$ cat config.mk
export PLATFORM = sky130hd
export DESIGN_NAME = ode_run_controller
export DESIGN_NICKNAME = d
export VERILOG_FILES = /design/src/rtl/ode_run_controller.sv
export SDC_FILE = /design/constraint.sdc
export NUM_CORES = 1
export LEC_CHECK = 0
export CAP_MARGIN = 20
export CORE_MARGIN = 1.5
export CORE_UTILIZATION = 45
export DETAILED_ROUTE_END_ITERATION = 10
export GPL_ROUTABILITY_DRIVEN = 1
export GPL_TIMING_DRIVEN = 1
export PLACE_DENSITY_LB_ADDON = 0.08
export RECOVER_POWER = 25
export SETUP_SLACK_MARGIN = 0.1
export SYNTH_ARGS = -nofsm -noshare
export SYNTH_HDL_FRONTEND = slang
export SYNTH_SLANG_ARGS = --single-unit
$ cat constraint.sdc
create_clock -name clk -period 5.4 [get_ports clk]
set_input_delay 1.35 -clock clk [delete_from_list [all_inputs] [get_ports clk]]
set_output_delay 1.35 -clock clk [all_outputs]
set_load 0.01 [all_outputs]
$ cat src/rtl/ode_run_controller.sv
// ode_run_controller: sequences one integrator run (prime, step, drain) and
// streams decimated y samples through a 1-entry valid/ready output register.
// Optional feature: define ODE_ABORT_EN to add the abort input.
module ode_run_controller #(
  parameter int WIDTH   = 18,
  parameter int STEP_W  = 16,
  parameter int DECIM_W = 8
) (
  input  logic                    clk,
  input  logic                    master_rst,
  input  logic                    start,
  input  logic [STEP_W-1:0]       num_steps,
  input  logic [DECIM_W-1:0]      decim,
`ifdef ODE_ABORT_EN
  input  logic                    abort,
`endif
  input  logic signed [WIDTH-1:0] y_in,
  output logic                    int_run,
  output logic                    dy_en,
  output logic                    busy,
  output logic                    done,
  output logic                    sample_valid,
  input  logic                    sample_ready,
  output logic signed [WIDTH-1:0] sample_data
);

  typedef enum logic [2:0] {IDLE, PRIME, RUN, WAIT, DRAIN, DONE} state_t;

  state_t             state, state_nxt;
  logic [STEP_W-1:0]  nsteps_q, steps_done;
  logic [DECIM_W-1:0] decim_q, dec_cnt;
  logic               prime_cnt;
  logic               cap_due;
  logic               cap_fire;
  logic               wrap, last_step, abort_req;

  // A programmed decimation of 0 behaves as 1 (every step sampled).
  function automatic logic [DECIM_W-1:0] eff_decim(input logic [DECIM_W-1:0] d);
    return (d == '0) ? DECIM_W'(1) : d;
  endfunction

`ifdef ODE_ABORT_EN
  assign abort_req = abort && (state != IDLE);
`else
  assign abort_req = 1'b0;
`endif

  assign wrap      = (dec_cnt == decim_q - DECIM_W'(1));
  assign last_step = (steps_done == nsteps_q - STEP_W'(1));

  // Next-state and control outputs; a due capture that cannot land freezes dy
  always_comb begin
    cap_fire  = cap_due && (!sample_valid || sample_ready);
    state_nxt = state;
    int_run   = 1'b0;
    dy_en     = 1'b0;
    busy      = 1'b1;
    done      = 1'b0;
    case (state)
      IDLE: begin
        busy = 1'b0;
        if (start) state_nxt = (num_steps == '0) ? DONE : PRIME;
      end
      PRIME: begin
        int_run = 1'b1;
        if (prime_cnt) state_nxt = RUN;
      end
      RUN: begin
        int_run = 1'b1;
        dy_en   = !(cap_due && !cap_fire);
        if (dy_en && last_step) state_nxt = DRAIN;
        else if (!dy_en)        state_nxt = WAIT;
      end
      WAIT: begin
        int_run = 1'b1;
        if (cap_fire) state_nxt = RUN;
      end
      DRAIN: begin
        int_run = 1'b1;
        if (!cap_due && (!sample_valid || sample_ready)) state_nxt = DONE;
      end
      DONE: begin
        done      = 1'b1;
        state_nxt = IDLE;
      end
      default: state_nxt = IDLE;
    endcase
    if (abort_req) state_nxt = IDLE;
  end

  // State register
  always_ff @(posedge clk or posedge master_rst) begin
    if (master_rst) state <= IDLE;
    else            state <= state_nxt;
  end

  // Run configuration latch, prime timer, step and decimation counters
  always_ff @(posedge clk or posedge master_rst) begin
    if (master_rst) begin
      nsteps_q   <= '0;
      decim_q    <= '0;
      steps_done <= '0;
      dec_cnt    <= '0;
      prime_cnt  <= 1'b0;
    end else if (state == IDLE) begin
      steps_done <= '0;
      dec_cnt    <= '0;
      prime_cnt  <= 1'b0;
      if (start) begin
        nsteps_q <= num_steps;
        decim_q  <= eff_decim(decim);
      end
    end else begin
      if (state == PRIME) prime_cnt <= 1'b1;
      if (dy_en) begin
        steps_done <= steps_done + STEP_W'(1);
        dec_cnt    <= wrap ? '0 : dec_cnt + DECIM_W'(1);
      end
    end
  end

  // Capture scheduling and the 1-entry output register
  always_ff @(posedge clk or posedge master_rst) begin
    if (master_rst) begin
      cap_due      <= 1'b0;
      sample_valid <= 1'b0;
      sample_data  <= '0;
    end else if (abort_req) begin
      cap_due      <= 1'b0;
      sample_valid <= 1'b0;
    end else begin
      cap_due <= (cap_due && !cap_fire) || (dy_en && wrap);
      if (cap_fire) begin
        sample_valid <= 1'b1;
        sample_data  <= y_in;
      end else if (sample_ready) begin
        sample_valid <= 1'b0;
      end
    end
  end

endmodule

==> reports/qor.yml <==
synth_cell_types: 45
yosysWarnings: 0
dp_slack_ns: 0.9185
drt_pass1_iterations: 4
grtUsageTotal_pct: 20.16
critical_path_class: "in2out"
antenna_left: 0
cts.sinks: 72
cp_data_arrival_time_ns: 3.20
finalPower_mw: 2.363
wirelength_um: 8352
whs_ns: 0.5038
synth_fp_nets: 430
nNetsFinal: 499
place_congestion: 0.8531
drv_slew: 0
h-tree-depth: 3
antenna_found_initial: 0
clock_path_buffers: 2
final_cell_mix: "dfrtp_1 (72), clkdlybuf4s50_1 (66), mux2_2 (36)"
drive_gt1_share_pct: 13.25
io_pins: 69
ys.flop_type: "dfrtp_1"
ys_seq_elements: 72
area.growth.synth_to_final_pct: 26.35
num_rows: 33
hold_viol_final: 0
end_kind: "output port"
clock_latency_ns: 0.34
rsz0062_at_grt: "no"
ctsHoldBuffers: 0
die-area_um2: 9154
cts_root_buf: "clkbuf_8"
clkSlewWorstSetupHoldPaths_ns: 0.07
routedWlPerCell_um: 14.97
syn_inst: 380
cts-resized-gates: 0
p_leak_nw: 2.038
drv_cap: 0
dpl.hpwl_um: 6174
power_density_nw_per_um2: 483.8
ff2ff_setup_slack_ns: 2.75
period_share_pct: 84.31
grt_pass1_vias: 2988
portBuffers: 68
setup_violations: 0
synth_area_per_cell_um2: 10.17
die_h_um: 95.68
fin_ws_ns: 0.8471
initial_core_util_pct: 46.80
grt_remaining_overflow: 0
tns_ns: 0
cts_setup_buffers: 0
grt_pass1_wl_um: 14060
status: "finished clean"
start_kind: "primary input"
fin_area_um2: 4883
path_max_fanout: 14
viasPerCell: 5.392
place_area_um2: 4651
required_ns: 4.05
num_vias: 3009
core_area_um2: 8258
die_w_um: 95.68
cts_made_buffers: 9
drc: 0
max-slew-margin-rel_pct: 9.968
fin_crit_ns: 4.553
ir_drop_v: 0.0002003
async_flop_share_pct: 100.0
grt_max_degree: 38
insertedDiodeCount: 0
hp-class: "reg2reg"
finalClockSkew_ns: 0.008855
synth_area_um2: 3865
synth_seq_area_share_pct: 46.62
cts_tree: "done"
drt_iter0_markers: 146
final_common_cell: "dfrtp_1"
synth_edf_count: 0
tightest_slew_ns: 1.349
fmax_ghz: 0.2196
[synth_stat cells, types with 6 or more instances]
library cell | number | share of area [%]
nor3_1 | 13 | 1.7
or3_1 | 6 | 0.97
clkbuf_1 | 9 | 0.87
xor2_1 | 24 | 5.4
xnor2_1 | 22 | 5.0
nand3_1 | 10 | 1.3
dfrtp_1 | 72 | 47
nor4_1 | 9 | 1.5
inv_1 | 21 | 2.0
mux2_2 | 36 | 10
nand4_1 | 10 | 1.6
nand2_1 | 27 | 2.6
nor2_1 | 30 | 2.9
a21oi_1 | 11 | 1.4
o21ai_0 | 22 | 2.8
[flip-flops by register name, summed over array words and instances, names as in the netlist]
name / flops
nsteps_q: 16
steps_done: 16
cap_due: 1
decim_q: 8
sample_valid: 1
dec_cnt: 8
state: 3
prime_cnt: 1
sample_data: 18
[cell type report]
cell class / count / area [um^2]
clock buffers: 9 / 123.9
clock inverters: 6 / 108.9
fillers: 732 / 3374
inverters: 21 / 78.83
multi-input cells: 274 / 1936
flip-flops and latches: 72 / 1802
well taps: 105 / 131.4
repair buffers: 71 / 703.2
[kinds of logic (layout without fill, tap and decap cells)]
logic type               count (synthesis)  count (layout)  share of synthesized area (%)
AO/OA/AOI/OAI                           52              52                          8.320
buffers and inverters                   34             107                          3.432
adder cells (fa/ha/maj)                  4               4                          1.295
multiplexers                            38              38                          11.01
flip-flops                              72              72                          46.62
AND/OR/NAND/NOR                        134             134                          18.91
XOR/XNOR                                46              46                          10.42
[metrics by stage]
| stage | utilization [%] | instances |
|---|---|---|
| global route | 59.14 | 558 |
| global placement | 56.32 | 543 |
| CTS | 59.14 | 558 |
| finish | 59.14 | 558 |
| floorplan | - | 380 |
| detailed placement | 56.32 | 543 |
[power breakdown]
group	leakage [nW]	internal (mW)	switching (mW)	total (mW)
sequential	0.927	0.732	0.232	0.965
clock	0.119	0.304	0.202	0.506
combinational	0.991	0.476	0.416	0.892
[final timing paths]
kind | start | endpoint | depth (start not counted)
worst max-delay path | sample_ready | dy_en | 5
worst min-delay path | sample_data[11] | sample_data[11] | 1
worst max register to register | nsteps_q[0] | state[1] | 8
worst min register to register | sample_data[11] | sample_data[11] | 1
max in group asynchronous | master_rst | steps_done[2] | 3
min in group asynchronous | master_rst | sample_data[1] | 2
[metal layers]
| metal | share of wire [%] | wire (um) | GRT usage [%] |
|---|---|---|---|
| met1 | 48 | 3998 | 26.79 |
| met5 | 0 | 0 | 0 |
| met4 | 1.7 | 139 | 8.333 |
| met3 | 6.2 | 517 | 5.821 |
| met2 | 44 | 3697 | 30.63 |
[critical path: stages]
cell	delay [ns]
dlygate4sd3_1	0.54
nand3b_1	0.16
nand2_1	0.19
inv_1	0.35
clkdlybuf4s50_1	0.61
(Power assumes the default switching activity.)
==> variant (config.mk and constraints unchanged) <==
The option `ODE_ABORT_EN` is turned on by a define.
--- a/src/rtl/ode_run_controller.sv
+++ b/src/rtl/ode_run_controller.sv
@@ -3,2 +3,4 @@
 // Optional feature: define ODE_ABORT_EN to add the abort input.
+`define ODE_ABORT_EN
+
 module ode_run_controller #(
Ports: changed (added abort); port bits go from 69 to 70. The function was not compared with the original's and may differ.
==> variant against the original RTL <==
- wire length up 4.7%
- power down 10%
- cell area up 2.9%
- area after synthesis up 4.6%
- sequential share of layout area down 1.0 points
- worst hold slack better by 2.9 ps
- global-route usage down 0.62 points
- sequential cell count unchanged
- synthesized cell count up 3.9%
- worst setup slack better by 300 ps
- critical endpoint unchanged
==> variant: results (changes against the original RTL) <==
First-pass GRT wire length: 15.05 mm (was 14.06 mm)
IO Port Bufs: 69 (was 68)
Hpwl dp: 6.508 mm (was 6.174 mm)
Filler cells: 764 (was 732)
Net Switching: 0.7639 mW (was 0.8509 mW)
CP peak stage delay: 540 ps (was 610 ps)
Fin Clk Skew: 5.091 ps (was 8.855 ps)
Synth cell count leaders: dfrtp_1 (72), mux2_2 (37), nor2_1 (33) (was dfrtp_1 (72), mux2_2 (36), nor2_1 (30))
Largest cells by area after synthesis: dfrtp_1 (45%), mux2_2 (10%), xnor2_1 (5.6%) (was dfrtp_1 (47%), mux2_2 (10%), xor2_1 (5.4%))
WP data arrival: 2900 ps (was 3200 ps)
Layout cells sized above 1: 15.05% (was 13.25%)
Post-synthesis compound-gate area fraction: 9.904% (was 8.320%)
GRT Total Usage: 19.54% (was 20.16%)
Vias per Instance: 5.473 (was 5.392)
Status: completed (unchanged)
Final GP Congestion: 0.8956 (was 0.8531)
Pleak: 1.997 nW (was 2.038 nW)
Drt pass-1 iters: 5 (was 4)
Synth cell types: 56 (was 45)
Post-synthesis mux area share: 10.80% (was 11.01%)
XOR/XNOR share of the synthesized area: 10.74% (was 10.42%)
CP max FO: 6 (was 14)
Vias in the first global route: 3,185 (was 2,988)
Slew @ Worst Pin: 1307 ps (was 1349 ps)
Seq/Total Area, Yosys: 44.57% (was 46.62%)
Maximum vdd drop: 0.0001686 V (was 0.0002003 V)
DR iter-0 viols: 73 (was 146)
==> variant: cell count changes in the layout (fill, tap and decap cells not counted), sizes merged, moves of 4 or more <==
cell,delta
or4,+4
inv,-8
xnor2,+4
o21ai,+4
nor3,-5
==> variant: worst paths after layout <==
path                       cells past startpoint               to       startpoint  slack [ps]
setup / recovery                               5            dy_en     sample_ready        1150
hold / removal                                 1  sample_data[15]  sample_data[15]         510
setup reg to reg                              10         state[0]      nsteps_q[0]        2270
hold reg to reg                                1  sample_data[15]  sample_data[15]         510
max in group asynchronous                      4    steps_done[8]       master_rst        1830
min in group asynchronous                      2  sample_data[17]       master_rst        1640
==> variant: power groups by stage <==
stage	Combinational (mW)	Sequential [mW]	Clock [mW]
after floorplan	0.653	0.766	0
after global placement	0.766	0.838	0
after detailed placement	0.777	0.844	0
after CTS	0.785	0.833	0.520
after global routing	0.868	0.856	0.543
final	0.779	0.832	0.507
==> variant: through the flow <==
step                instances  setup WS [ps]  hold WS [ps]  cell area [um2]  power, mW
floorplan                 395           1963         472.8             4043      1.418
global placement          557           1173         487.7             4787      1.604
detailed placement        557           1132         496.5             4787      1.621
CTS                       572           1120         511.0             5020      2.138
global route              573           1031         524.0             5024      2.267
finish                    573           1152         506.7             5024      2.118
==> variant: cell families (layout without fill, tap and decap cells) <==
kind of cell	after synthesis	after routing
simple gates	136	136
fa+ha+maj	4	4
buf+inv	33	103
mux	39	39
compound gates	63	63
xor+xnor	48	48
flops	72	72
==> variant: layout make-up <==
type	count	area share (%)
tap	108	2.690
inverter	13	0.9714
timing repair buffer	75	14.57
clock buffer	9	2.466
sequential	72	35.87
clock inverter	6	2.167
multi-input combinational	290	41.27
==> variant: per-layer routing <==
metal / vias up / wire length, um / global-route usage, %
met5: - / 0 / 0
met4: 0 / 93 / 5.604
met3: 8 / 309 / 4.366
met2: 55 / 4358 / 34.08
met1: 1532 / 3986 / 24.38
li1: 1541 / - / -
==> variant: worst register-to-register path, cell delays in order (launching register included) <==
cell and delay (ps):
dfrtp_1 440, inv_1 100, ha_1 270, or3b_1 520
o31ai_1 240, o311ai_0 170, nor4_1 310, nand3_1 100
or4_4 470, a21bo_1 210, a32o_1 190
